[src/rtl/sync_phase_splitter_if.sv]
// Bundles the sync input, per-output enables and all splitter outputs.
// master = the splitter itself, slave = whatever drives sync/en and consumes outputs.
// Purely combinational wiring; no storage.
interface sync_phase_splitter_if #(
  parameter int N_OUT = 4,
  parameter int CNT_W = 10
);
  logic             sync_in;
  logic [N_OUT-1:0] en;
  logic [N_OUT-1:0] sync_out;
  logic             locked;
  logic [CNT_W-1:0] period;
  logic             sync_lost;

  modport master (
    input  sync_in, en,
    output sync_out, locked, period, sync_lost
  );

  modport slave (
    output sync_in, en,
    input  sync_out, locked, period, sync_lost
  );
endinterface

[src/rtl/sync_phase_splitter.sv]
// Locks onto an external sync square wave and emits N_OUT staggered copies.
// Latency: sync_in high at E0 -> sync_out[0] rises after E3; decisions once per edge.
// No backpressure: free-running, one period measurement per detected rising edge.
module sync_phase_splitter #(
  parameter int N_OUT    = 4,
  parameter int CNT_W    = 10,
  parameter int TOL      = 4,
  parameter int LOCK_CNT = 4,
  parameter int TIMEOUT  = 255
) (
  input logic                   clk,
  input logic                   rst,
  sync_phase_splitter_if.master bus
);

  localparam int SH   = $clog2(N_OUT);
  localparam int MC_W = $clog2(LOCK_CNT + 1);
  localparam logic [CNT_W-1:0] PC_MAX    = {CNT_W{1'b1}};
  localparam logic [CNT_W-1:0] TOL_V     = CNT_W'(TOL);
  localparam logic [CNT_W-1:0] TIMEOUT_V = CNT_W'(TIMEOUT);
  localparam logic [MC_W-1:0]  LOCK_V    = MC_W'(LOCK_CNT);

  typedef enum logic [1:0] {ST_UNLOCKED, ST_ACQUIRE, ST_LOCKED} state_t;

  state_t           state, state_nx;
  logic             s1, s2, s3;
  logic             rise;
  logic [CNT_W-1:0] pc, ph;
  logic [MC_W-1:0]  mcnt, mcnt_nx;
  logic [CNT_W-1:0] pprev, pprev_nx;
  logic             have, have_nx;
  logic [CNT_W-1:0] period_q, period_nx;
  logic             lost_q, lost_nx;
  logic [N_OUT-1:0] so_q, so_nx;
  logic [N_OUT-1:0] en_q, en_q_nx;
  logic [CNT_W-1:0] off [N_OUT];
  logic             timeout, match_prev, match_per;

  function automatic logic [CNT_W-1:0] abs_diff(input logic [CNT_W-1:0] a,
                                                input logic [CNT_W-1:0] b);
    return (a >= b) ? (a - b) : (b - a);
  endfunction

  assign rise    = s2 & ~s3;
  assign timeout = (pc == TIMEOUT_V);
  // A saturated count means the real period is unknown, so it never matches.
  assign match_prev = (pc != PC_MAX) && (abs_diff(pc, pprev) <= TOL_V);
  assign match_per  = (pc != PC_MAX) && (abs_diff(pc, period_q) <= TOL_V);

  // Synchronize sync_in, run the period counter and the phase counter.
  always_ff @(posedge clk or negedge rst) begin
    if (!rst) begin
      s1 <= 1'b0;
      s2 <= 1'b0;
      s3 <= 1'b0;
      pc <= '0;
      ph <= '0;
    end else begin
      s1 <= bus.sync_in;
      s2 <= s1;
      s3 <= s2;
      if (rise)              pc <= CNT_W'(1);
      else if (pc != PC_MAX) pc <= pc + CNT_W'(1);
      // Phase free-runs at the current period if the next edge is late.
      if (rise)
        ph <= '0;
      else if (((CNT_W+1)'(ph) + (CNT_W+1)'(1)) >= {1'b0, period_q})
        ph <= '0;
      else
        ph <= ph + CNT_W'(1);
    end
  end

  // Lock FSM state and acquisition bookkeeping.
  always_ff @(posedge clk or negedge rst) begin
    if (!rst) begin
      state    <= ST_UNLOCKED;
      mcnt     <= '0;
      pprev    <= '0;
      have     <= 1'b0;
      period_q <= '0;
    end else begin
      state    <= state_nx;
      mcnt     <= mcnt_nx;
      pprev    <= pprev_nx;
      have     <= have_nx;
      period_q <= period_nx;
    end
  end

  // Next-state decision: an edge always takes priority over a timeout.
  always_comb begin
    state_nx  = state;
    mcnt_nx   = mcnt;
    pprev_nx  = pprev;
    have_nx   = have;
    period_nx = period_q;
    lost_nx   = 1'b0;
    unique case (state)
      ST_UNLOCKED: begin
        if (rise) begin
          state_nx = ST_ACQUIRE;
          mcnt_nx  = '0;
          have_nx  = 1'b0;
        end
      end
      ST_ACQUIRE: begin
        if (rise) begin
          pprev_nx = pc;
          have_nx  = 1'b1;
          if (have) begin
            if (match_prev) begin
              mcnt_nx = mcnt + MC_W'(1);
              if (mcnt + MC_W'(1) == LOCK_V) begin
                state_nx  = ST_LOCKED;
                period_nx = pc;
              end
            end else begin
              mcnt_nx = '0;
            end
          end
        end else if (timeout) begin
          state_nx = ST_UNLOCKED;
        end
      end
      ST_LOCKED: begin
        if (rise) begin
          if (match_per) begin
            period_nx = pc;
          end else begin
            state_nx = ST_UNLOCKED;
            lost_nx  = 1'b1;
          end
        end else if (timeout) begin
          state_nx = ST_UNLOCKED;
          lost_nx  = 1'b1;
        end
      end
      default: state_nx = ST_UNLOCKED;
    endcase
  end

  // Per-output phase offsets, k/N_OUT of the locked period.
  always_comb begin
    for (int k = 0; k < N_OUT; k++) begin
      off[k] = CNT_W'(((CNT_W+SH)'(k) * (CNT_W+SH)'(period_q)) >> SH);
    end
  end

  // Output decode: enables latch only at each output's pulse start, and
  // outputs drop on the same clock that leaves LOCKED.
  always_comb begin
    logic             stay;
    logic             en_eff;
    logic [CNT_W-1:0] rel;
    stay    = (state == ST_LOCKED) && (state_nx == ST_LOCKED);
    so_nx   = '0;
    en_q_nx = en_q;
    for (int k = 0; k < N_OUT; k++) begin
      en_eff     = (ph == off[k]) ? bus.en[k] : en_q[k];
      rel        = (ph >= off[k]) ? (ph - off[k]) : (ph + period_q - off[k]);
      en_q_nx[k] = en_eff;
      so_nx[k]   = stay & en_eff & (rel < (period_q >> 1));
    end
  end

  // Registered outputs.
  always_ff @(posedge clk or negedge rst) begin
    if (!rst) begin
      so_q   <= '0;
      en_q   <= '0;
      lost_q <= 1'b0;
    end else begin
      so_q   <= so_nx;
      en_q   <= en_q_nx;
      lost_q <= lost_nx;
    end
  end

  assign bus.sync_out  = so_q;
  assign bus.locked    = (state == ST_LOCKED);
  assign bus.period    = period_q;
  assign bus.sync_lost = lost_q;

endmodule

[src/flat_wrapper.sv]
// flat-port wrapper written by rule: the top's interface ports become plain ports
module sync_phase_splitter_flat 
#(
  parameter int N_OUT    = 4,
  parameter int CNT_W    = 10,
  parameter int TOL      = 4,
  parameter int LOCK_CNT = 4,
  parameter int TIMEOUT  = 255
)
  (clk, rst, bus_sync_in, bus_en, bus_sync_out, bus_locked, bus_period, bus_sync_lost);
  sync_phase_splitter_if #(.N_OUT(N_OUT), .CNT_W(CNT_W)) bus_i ();
  input logic clk;
  input logic rst;
  input wire logic [$bits(bus_i.sync_in)-1:0] bus_sync_in;
  input wire logic [$bits(bus_i.en)-1:0] bus_en;
  output wire logic [$bits(bus_i.sync_out)-1:0] bus_sync_out;
  output wire logic [$bits(bus_i.locked)-1:0] bus_locked;
  output wire logic [$bits(bus_i.period)-1:0] bus_period;
  output wire logic [$bits(bus_i.sync_lost)-1:0] bus_sync_lost;
  assign bus_i.sync_in = bus_sync_in;
  assign bus_i.en = bus_en;
  assign bus_sync_out = bus_i.sync_out;
  assign bus_locked = bus_i.locked;
  assign bus_period = bus_i.period;
  assign bus_sync_lost = bus_i.sync_lost;
  sync_phase_splitter #(.N_OUT(N_OUT), .CNT_W(CNT_W), .TOL(TOL), .LOCK_CNT(LOCK_CNT), .TIMEOUT(TIMEOUT)) u_core (.clk(clk), .rst(rst), .bus(bus_i));
endmodule
[config.mk]
export PLATFORM = sky130hd
export DESIGN_NAME = sync_phase_splitter_flat
export DESIGN_NICKNAME = d
export VERILOG_FILES = /design/src/rtl/sync_phase_splitter_if.sv /design/src/rtl/sync_phase_splitter.sv /design/src/flat_wrapper.sv
export SDC_FILE = /design/constraint.sdc
export NUM_CORES = 1
export LEC_CHECK = 0
export ABC_AREA = 1
export BUFFER_PORTS_ARGS = -buffer_cell sky130_fd_sc_hd__buf_2
export CAP_MARGIN = 20
export CORE_MARGIN = 8
export CORE_UTILIZATION = 70
export DETAILED_ROUTE_END_ITERATION = 8
export GPL_TIMING_DRIVEN = 0
export PLACE_DENSITY_LB_ADDON = 0.05
export SYNTH_ARGS = -nofsm -noshare
export SYNTH_HDL_FRONTEND = slang
export SYNTH_SLANG_ARGS = --single-unit
export TNS_END_PERCENT = 5
[constraint.sdc]
create_clock -name clk -period 12.3 [get_ports clk]
set_input_delay 1.845 -clock clk [delete_from_list [all_inputs] [get_ports clk]]
set_output_delay 1.845 -clock clk [all_outputs]
set_load 0.01 [all_outputs]
==> insert_results.sql, run 1 <==
INSERT INTO impl_metrics (metric_group, metric, value, unit) VALUES
('status', 'status', 'completed', ''),
('clock_tree', 'cts_buffer_depth', '2', ''),
('sta', 'max-slew-margin-rel', '0.413', ''),
('hold_path', 'hold_path.startpoint', 'u_core.s1', ''),
('synthesis', 'postSynthCellCount', '1350', ''),
('route', 'wirelength_routed', '24300', 'um'),
('floorplan', 'std_cell_rows', '41', ''),
('route', 'drt_iter0_markers', '766', ''),
('hold_path', 'holdCritPathClass', 'reg2reg', ''),
('clock_tree', 'htreeDepth', '3', ''),
('route', 'final_antenna_net_count', '0', ''),
('place', 'detailedPlace.worstSlack', '6.83', 'ns'),
('route', 'routed_wire_length_per_instance', '15.6', 'um'),
('clock_tree', 'clkSinkCount', '58', ''),
('worst_setup_path', 'critical_path.slowest_cell', 'dfrtp_1', ''),
('clock_tree', 'clk_latency', '0.34', 'ns'),
('synthesis', 'synthSimpleGateAreaFrac', '0.301', ''),
('route', 'drt-pass1-iter-count', '5', ''),
('clock_tree', 'holdBufCountCts', '0', ''),
('synthesis', 'synth_edf_count', '0', ''),
('floorplan', 'floorplan_die_area', '0.0165', 'sq mm'),
('synthesis', 'seq_area_frac_synth', '0.164', ''),
('synthesis', 'ff_latch_count_synth', '58', ''),
('floorplan', 'initial_core_util', '0.710', ''),
('final_layout', 'layout-drive-gt1-share', '0.0641', ''),
('sta', 'timing.final.hold_violations', '0', ''),
('floorplan', 'fp.dieW', '128', 'um'),
('synthesis', 'synth_mux_area_frac', '0.00820', ''),
('final_layout', 'synthToLayoutAreaGrowth', '7.54', '%'),
('sta', 'achievable-frequency', '177', 'MHz'),
('sta', 'unrepaired_setup_endpoints_after_global_routing', 'no', ''),
('clock_tree', 'cts_root_buf', 'clkbuf_16', ''),
('floorplan', 'core_area', '0.0125', 'sq mm'),
('clock_tree', 'cts_inserted_buffers', '9', ''),
('worst_setup_path', 'element_type_at_the_critical_path_start', 'flip-flop', ''),
('route', 'route.vias.total', '8908', ''),
('worst_setup_path', 'critical_path.endpoint_type', 'flip-flop', ''),
('worst_setup_path', 'max_stage_delay', '0.75', 'ns'),
('global_routing', 'initial_antenna_violation_count', '0', ''),
('worst_setup_path', 'critPathKind', 'reg2reg', ''),
('floorplan', 'die_height', '128', 'um'),
('clock_tree', 'ctsResizeCount', '0', ''),
('global_routing', 'gr-usage-all-layers', '0.303', ''),
('clock_tree', 'cts_tree', 'yes', ''),
('final_layout', 'antenna_cells_inserted', '0', ''),
('route', 'vias_per_cell', '5.71', ''),
('synthesis', 'main_combinational_cell_family_by_area_after_synthesis', 'simple AND/OR/NAND/NOR gates', ''),
('sta', 'timing_worst_slew_pin_value', '0.874', 'ns'),
('worst_setup_path', 'regToRegStartpoint', 'u_core.bus.period[2]', ''),
('sta', 'timing.clock.skew', '0.0102', 'ns'),
('worst_setup_path', 'critical_path_peak_fanout', '10', ''),
('synthesis', 'async_flop_share', '1.00', ''),
('sta', 'layout_worst_path_cycle_share', '0.458', ''),
('sta', 'period_needed', '5.64', 'ns'),
('route', 'drc_errors', '0', ''),
('sta', 'slew_violations', '0', ''),
('global_routing', 'total_global_routing_overflow', '0', ''),
('floorplan', 'design.portCount', '23', ''),
('place', 'post-dp-hpwl', '19200', 'um'),
('worst_setup_path', 'crit_path_start', 'u_core.bus.period[2]', ''),
('job', 'timing.max_cap.violations', '0', ''),
('synthesis', 'postSynthAreaPerCell', '6.55', 'sq um'),
('final_layout', 'final_cells', '1561', ''),
('synthesis', 'synth_cell_types', '44', ''),
('worst_setup_path', 'crit_arrival', '5.90', 'ns'),
('global_routing', 'first_global_vias', '8345', ''),
('synthesis', 'synth_flop_cell', 'dfrtp_1', ''),
('synthesis', 'synth_compound_gate_area_share', '0.135', ''),
('synthesis', 'synth.cell_area', '0.00885', 'sq mm'),
('synthesis', 'synth.net_count', '1516', ''),
('sta', 'finalWorstSetupSlack', '6.66', 'ns');
## metal layers
metal | global-route usage | up-vias | share of wire | routed length (um)
li1 | - | 4475 | - | -
met1 | 0.393 | 3986 | 0.44 | 10600
met2 | 0.486 | 378 | 0.44 | 10700
met3 | 0.0447 | 69 | 0.084 | 2050
met4 | 0.145 | 0 | 0.038 | 918
met5 | 0 | - | 0 | 0
## through the flow
stage               area (sq um)   util  hold WS [ns]
floorplan                   8850      -         0.331
global placement            9170  0.736         0.341
detailed placement          9190  0.737         0.343
CTS                         9510  0.763         0.355
global route                9510  0.763         0.363
finish                      9510  0.763         0.350
## sequential cells by signal, indices dropped and copies added, names as in the netlist
name and cells:
u_core.bus.sync_out 4, u_core.s3 1, u_core.en_q 4, u_core.s2 1, u_core.mcnt 3, u_core.s1 1, u_core.bus.sync_lost 1, u_core.ph 10
u_core.have 1, u_core.pprev 10, u_core.pc 10, u_core.bus.period 10, u_core.state 2
## cell usage after synthesis, types with 2 or more instances
library cell  instances  area [sq um]
a211oi_1              8          60.1
a21o_1                3          22.5
a21oi_1              97           485
buf_2                 4          20.0
clkbuf_1              7          26.3
clkinv_1              3          11.3
dfrtp_1              58          1450
fa_1                  8           160
ha_1                151          1890
inv_1               217           815
inv_2                 4          15.0
mux2_2                2          22.5
mux2i_1               5          50.1
nand2_1             364          1370
nand2_2               9          56.3
nand3_1              73           365
nand3_2               2          20.0
nand3b_1              6          45.0
nand4_1              16           100
nand4_2               3          37.5
nor2_1              104           390
nor2_2                9          56.3
nor2_4                3          33.8
nor3_1               24           120
nor4_1                4          25.0
o2111ai_1             3          26.3
o211ai_1              5          37.5
o21a_1                2          15.0
o21ai_0              58           290
o21ai_1               2          10.0
o21ai_2              10          87.6
o21bai_1              9          67.6
o22ai_1               3          18.8
o31ai_1               5          37.5
or2_2                 2          12.5
xnor2_1              21           184
xor2_1               39           342
## worst paths after layout
path	to	slack, ns	cells after the start
worst max register to register	u_core.bus.sync_out[3]	6.66	29
worst min register to register	u_core.s2	0.35	0
max in group asynchronous	u_core.bus.sync_out[2]	10.13	2
worst min-delay path	u_core.s2	0.35	0
worst max-delay path	u_core.bus.sync_out[3]	6.66	29
min in group asynchronous	u_core.bus.period[3]	1.54	1
## logic make-up (layout without fill, tap and decap cells)
group / count (synthesis) / count (layout)
buf+inv: 236 / 275
xor+xnor: 60 / 60
compound gates: 209 / 209
fa+ha+maj: 159 / 159
mux: 7 / 7
simple gates: 621 / 621
flops: 58 / 58
## cells in the final DEF (no fill, tap or decap), drive strengths merged
cell type  count
a211oi         8
a21o           3
a21oi         98
a31oi          1
buf           28
bufinv         2
clkbuf        19
clkinv         3
clkinvlp       2
dfrtp         58
fa             8
ha           151
inv          221
mux2           2
mux2i          5
nand2        374
nand3         75
nand3b         6
nand4         20
nor2         116
nor3          24
nor4           4
o2111ai        3
o211ai         5
o21a           2
o21ai         70
o21bai         9
o221ai         1
o22ai          3
o311ai         1
o31ai          5
or2            2
xnor2         21
xor2          39
## area by class of cell
type,instances,area (sq um)
inverter,224,841
timing repair buffer,23,130
buffer,12,53.8
multi-input combinational,1056,6500
fill,1071,2950
tap,172,215
clock inverter,4,75.1
sequential,58,1450
clock buffer,12,246
## worst max-delay path, delay by kind of cell, from the launching register on
| family | cells | cell delay, ns |
|---|---|---|
| flip-flops | 1 | 0.75 |
| AO/OA/AOI/OAI | 4 | 0.96 |
| XOR/XNOR | 1 | 0.17 |
| AND/OR/NAND/NOR | 16 | 1.38 |
| adder cells (fa/ha/maj) | 3 | 1.25 |
| buffers and inverters | 5 | 1.03 |
Power of run 1 is left out: the tool's default activity adds up to more than one toggle a clock period on the data nets, which glitch-free logic cannot reach.
==> inputs of run 2 (changes only) <==
--- a/config.mk
+++ b/config.mk
@@ -5,11 +5,11 @@
 export SDC_FILE = /design/constraint.sdc
 export NUM_CORES = 1
 export LEC_CHECK = 0
-export ABC_AREA = 1
+export ABC_AREA = 0
 export BUFFER_PORTS_ARGS = -buffer_cell sky130_fd_sc_hd__buf_2
 export CAP_MARGIN = 20
 export CORE_MARGIN = 8
-export CORE_UTILIZATION = 70
+export CORE_UTILIZATION = 65
 export DETAILED_ROUTE_END_ITERATION = 8
 export GPL_TIMING_DRIVEN = 0
 export PLACE_DENSITY_LB_ADDON = 0.05
==> constraint.sdc (replaced) <==
create_clock -name clk -period 5.55 [get_ports clk]
set_input_delay 0.8325 -clock clk [delete_from_list [all_inputs] [get_ports clk]]
set_output_delay 0.8325 -clock clk [all_outputs]
set_load 0.01 [all_outputs]
==> insert_results.sql, run 2 <==
INSERT INTO impl_metrics (metric_group, metric, value, unit) VALUES
('status', 'status', 'completed', ''),
('hold_path', 'holdCritPathClass', 'reg2reg', ''),
('final_layout', 'leading_cell_types_in_the_layout_fill_and_taps_excluded', '150 x ha_1, 78 x o21ai_0, 75 x a21oi_1', ''),
('final_layout', 'synthToLayoutAreaGrowth', '9.62', '%'),
('synthesis', 'yosys.area.top_type_share', '0.226', ''),
('clock_tree', 'cts_buffer_depth', '2', ''),
('job', 'timing.max_cap.violations', '0', ''),
('final_layout', 'antenna_cells_inserted', '0', ''),
('synthesis', 'yosysWarnings', '0', ''),
('global_routing', 'grt_pass1_wl', '37900', 'um'),
('global_routing', 'initial_antenna_violation_count', '0', ''),
('global_routing', 'first_global_vias', '7613', ''),
('clock_tree', 'holdBufCountCts', '0', ''),
('worst_setup_path', 'critical_path_peak_fanout', '10', ''),
('route', 'wirelength_routed', '23200', 'um'),
('synthesis', 'post-synth-top-area-cell', 'ha_1', ''),
('synthesis', 'synth_cell_types', '72', ''),
('sta', 'setup_violations_final', '0', ''),
('synthesis', 'async_flop_share', '1.00', ''),
('floorplan', 'initial_core_util', '0.665', ''),
('final_layout', 'final_cells', '1248', ''),
('worst_setup_path', 'crit_arrival', '5.50', 'ns'),
('worst_setup_path', 'critical_path.endpoint_type', 'flip-flop', ''),
('worst_setup_path', 'ff2ff_setup_slack', '0.29', 'ns'),
('worst_setup_path', 'data_required_time_at_the_worst_endpoint', '5.79', 'ns'),
('route', 'drt_iter0_markers', '590', ''),
('sta', 'period_needed', '5.26', 'ns'),
('synthesis', 'yosys-top-cells-count', '151 x ha_1, 78 x o21ai_0, 77 x a21oi_1, 76 x inv_1, 71 x nor2_1', ''),
('floorplan', 'core_area', '0.0126', 'sq mm'),
('synthesis', 'synth_area_leaders', 'ha_1 23%, dfrtp_1 17%, xnor2_1 5.5%', ''),
('worst_setup_path', 'critical_path.slowest_cell', 'dfrtp_1', ''),
('synthesis', 'postSynthCellCount', '1026', ''),
('floorplan', 'die_height', '129', 'um'),
('final_layout', 'post_layout_nets', '1237', ''),
('clock_tree', 'htreeDepth', '3', ''),
('sta', 'slew_violations', '0', ''),
('worst_setup_path', 'crit_path_start', 'u_core.bus.period[0]', ''),
('sta', 'timing_worst_slew_pin_value', '0.878', 'ns'),
('clock_tree', 'clkSinkCount', '58', ''),
('synthesis', 'postSynthAreaPerCell', '8.14', 'sq um'),
('synthesis', 'synth.cell_area', '0.00835', 'sq mm'),
('worst_setup_path', 'worstSetupEndpoint', 'u_core.bus.sync_out[3]', ''),
('worst_setup_path', 'regToRegStartpoint', 'u_core.bus.period[0]', ''),
('clock_tree', 'cts_root_buf', 'clkbuf_16', ''),
('clock_tree', 'cts_inserted_buffers', '9', ''),
('global_routing', 'total_global_routing_overflow', '0', ''),
('worst_setup_path', 'element_type_at_the_critical_path_start', 'flip-flop', ''),
('worst_setup_path', 'critical_path.cell_chain', 'nand2_1, fa_1, nor2b_1, o21ai_0, a21oi_1, o21a_1, nor3_1, or2_2, ha_1, a21boi_1, o41ai_2, buf_4, o211ai_1, buf_4, o21ai_0, ha_1, a21o_1, a21oi_1, nor2b_1, o21ai_0, a21oi_1, a2111oi_2, o41ai_1, nor4_2', ''),
('worst_setup_path', 'rr_endpoint', 'u_core.bus.sync_out[3]', ''),
('synthesis', 'seq_area_frac_synth', '0.174', ''),
('global_routing', 'grt_start_max_net_pins', '38', ''),
('floorplan', 'std_cell_rows', '41', ''),
('synthesis', 'post-synth-top-count-cell', 'ha_1', ''),
('synthesis', 'synth_edf_count', '0', ''),
('synthesis', 'ff_latch_count_synth', '58', ''),
('place', 'port-buffer-count', '22', ''),
('clock_tree', 'clk_pin_slew', '0.06', 'ns'),
('global_routing', 'gr-usage-all-layers', '0.285', ''),
('place', 'gp_routability_congestion', '0.937', ''),
('final_layout', 'most_common_library_cell_in_the_layout_ignoring_fill_and_taps', 'ha_1', ''),
('sta', 'timing.final.hold_violations', '0', ''),
('final_layout', 'layout-drive-gt1-share', '0.0948', ''),
('route', 'routed_wire_length_per_instance', '18.6', 'um'),
('sta', 'achievable-frequency', '190', 'MHz'),
('floorplan', 'design.portCount', '23', ''),
('clock_tree', 'cts_tree', 'yes', ''),
('floorplan', 'floorplan_die_area', '0.0167', 'sq mm'),
('synthesis', 'synth_flop_cell', 'dfrtp_1', ''),
('sta', 'layout_worst_path_cycle_share', '0.947', ''),
('sta', 'timing.clock.skew', '0.00680', 'ns'),
('place', 'place.detailed.instances', '1221', ''),
('floorplan', 'fp.dieW', '129', 'um'),
('synthesis', 'synth.net_count', '1192', ''),
('route', 'drt-pass1-iter-count', '5', ''),
('route', 'route.vias.total', '7869', ''),
('route', 'drc_errors', '0', ''),
('worst_setup_path', 'r2r_cells', '24', ''),
('worst_setup_path', 'critPathKind', 'reg2reg', ''),
('route', 'vias_per_cell', '6.31', ''),
('route', 'final_antenna_net_count', '0', ''),
('worst_setup_path', 'max_stage_delay', '0.56', 'ns'),
('place', 'post-dp-hpwl', '17500', 'um'),
('sta', 'max-slew-margin-rel', '0.400', ''),
('clock_tree', 'clk_latency', '0.34', 'ns');
==> run 2: cell types whose count changed after synthesis, sizes merged, moves of 9 or more <==
cell,previous run,this run
nor2,116,71
xor2,39,18
a21oi,98,79
o21ai,70,81
inv,221,76
a21boi,0,11
nand2b,0,20
nor2b,0,34
or3,0,9
nand2,374,70
nand3,75,29
a21o,3,32
xnor2,21,52
mux2i,5,16
==> run 2: worst min-delay path by stage <==
stage / startpoint / endpoint / slack, ns / cells after the start
after floorplan: u_core.s1 / u_core.s2 / 0.33 / 0
after global placement: u_core.s1 / u_core.s2 / 0.34 / 0
after detailed placement: u_core.s1 / u_core.s2 / 0.34 / 0
after CTS: u_core.s1 / u_core.s2 / 0.36 / 0
after global routing: u_core.s1 / u_core.s2 / 0.36 / 0
final: u_core.s1 / u_core.s2 / 0.35 / 0
==> run 2: timing repair <==
action	CTS	global route
pin swaps	1	5
endpoints found under the setup margin	1	2
buffers inserted	3	8
gates resized for setup	7	13
==> run 2: final cells by class <==
type | instances | area, sq um
Buffer | 20 | 101
Clock buffer | 11 | 243
Clock inverter | 5 | 77.6
Fill cell | 1036 | 3410
Inverter | 76 | 293
Multi-Input combinational cell | 872 | 6560
Sequential cell | 58 | 1460
Tap cell | 172 | 215
Timing Repair Buffer | 34 | 213
==> run 2: routing by layer <==
| layer | GRT usage | part of all wire | routed length, um | up-vias |
|---|---|---|---|---|
| met3 | 0.0370 | 0.049 | 1140 | 69 |
| met4 | 0.164 | 0.050 | 1150 | 0 |
| met2 | 0.471 | 0.47 | 10900 | 228 |
| met1 | 0.351 | 0.43 | 10000 | 3734 |
| met5 | 0 | 0 | 0 | - |
| li1 | - | - | - | 3838 |
==> run 2: critical path, delay by kind of cell, from the launching register on <==
family | cells | cell delay [ns]
AOI/OAI and AO/OA | 13 | 2.24
and+or+nand+nor | 6 | 0.93
buffers and inverters | 2 | 0.39
DFF | 1 | 0.56
adders and majority gates | 3 | 1.05
==> run 2: kinds of logic after synthesis <==
logic type / count (synthesis) / synth area share
XOR/XNOR: 70 / 0.0734
multiplexers: 26 / 0.0326
AO/OA/AOI/OAI: 297 / 0.231
buffers and inverters: 96 / 0.0458
flip-flops: 58 / 0.174
AND/OR/NAND/NOR: 320 / 0.198
adder cells (fa/ha/maj): 159 / 0.245
==> run 2: stage by stage <==
step	setup WS, ns	area [sq um]	utilization	TNS [ns]	hold slack [ns]
finish	0.295	9160	0.729	0	0.354
CTS	0.0342	9070	0.721	0	0.357
global route	-0.0385	9160	0.729	-0.0385	0.359
floorplan	0.367	8350	-	0	0.331
global placement	-0.708	8680	0.691	-0.708	0.335
detailed placement	-0.777	8700	0.692	-0.777	0.340
Power of run 2 is left out for the same reason.
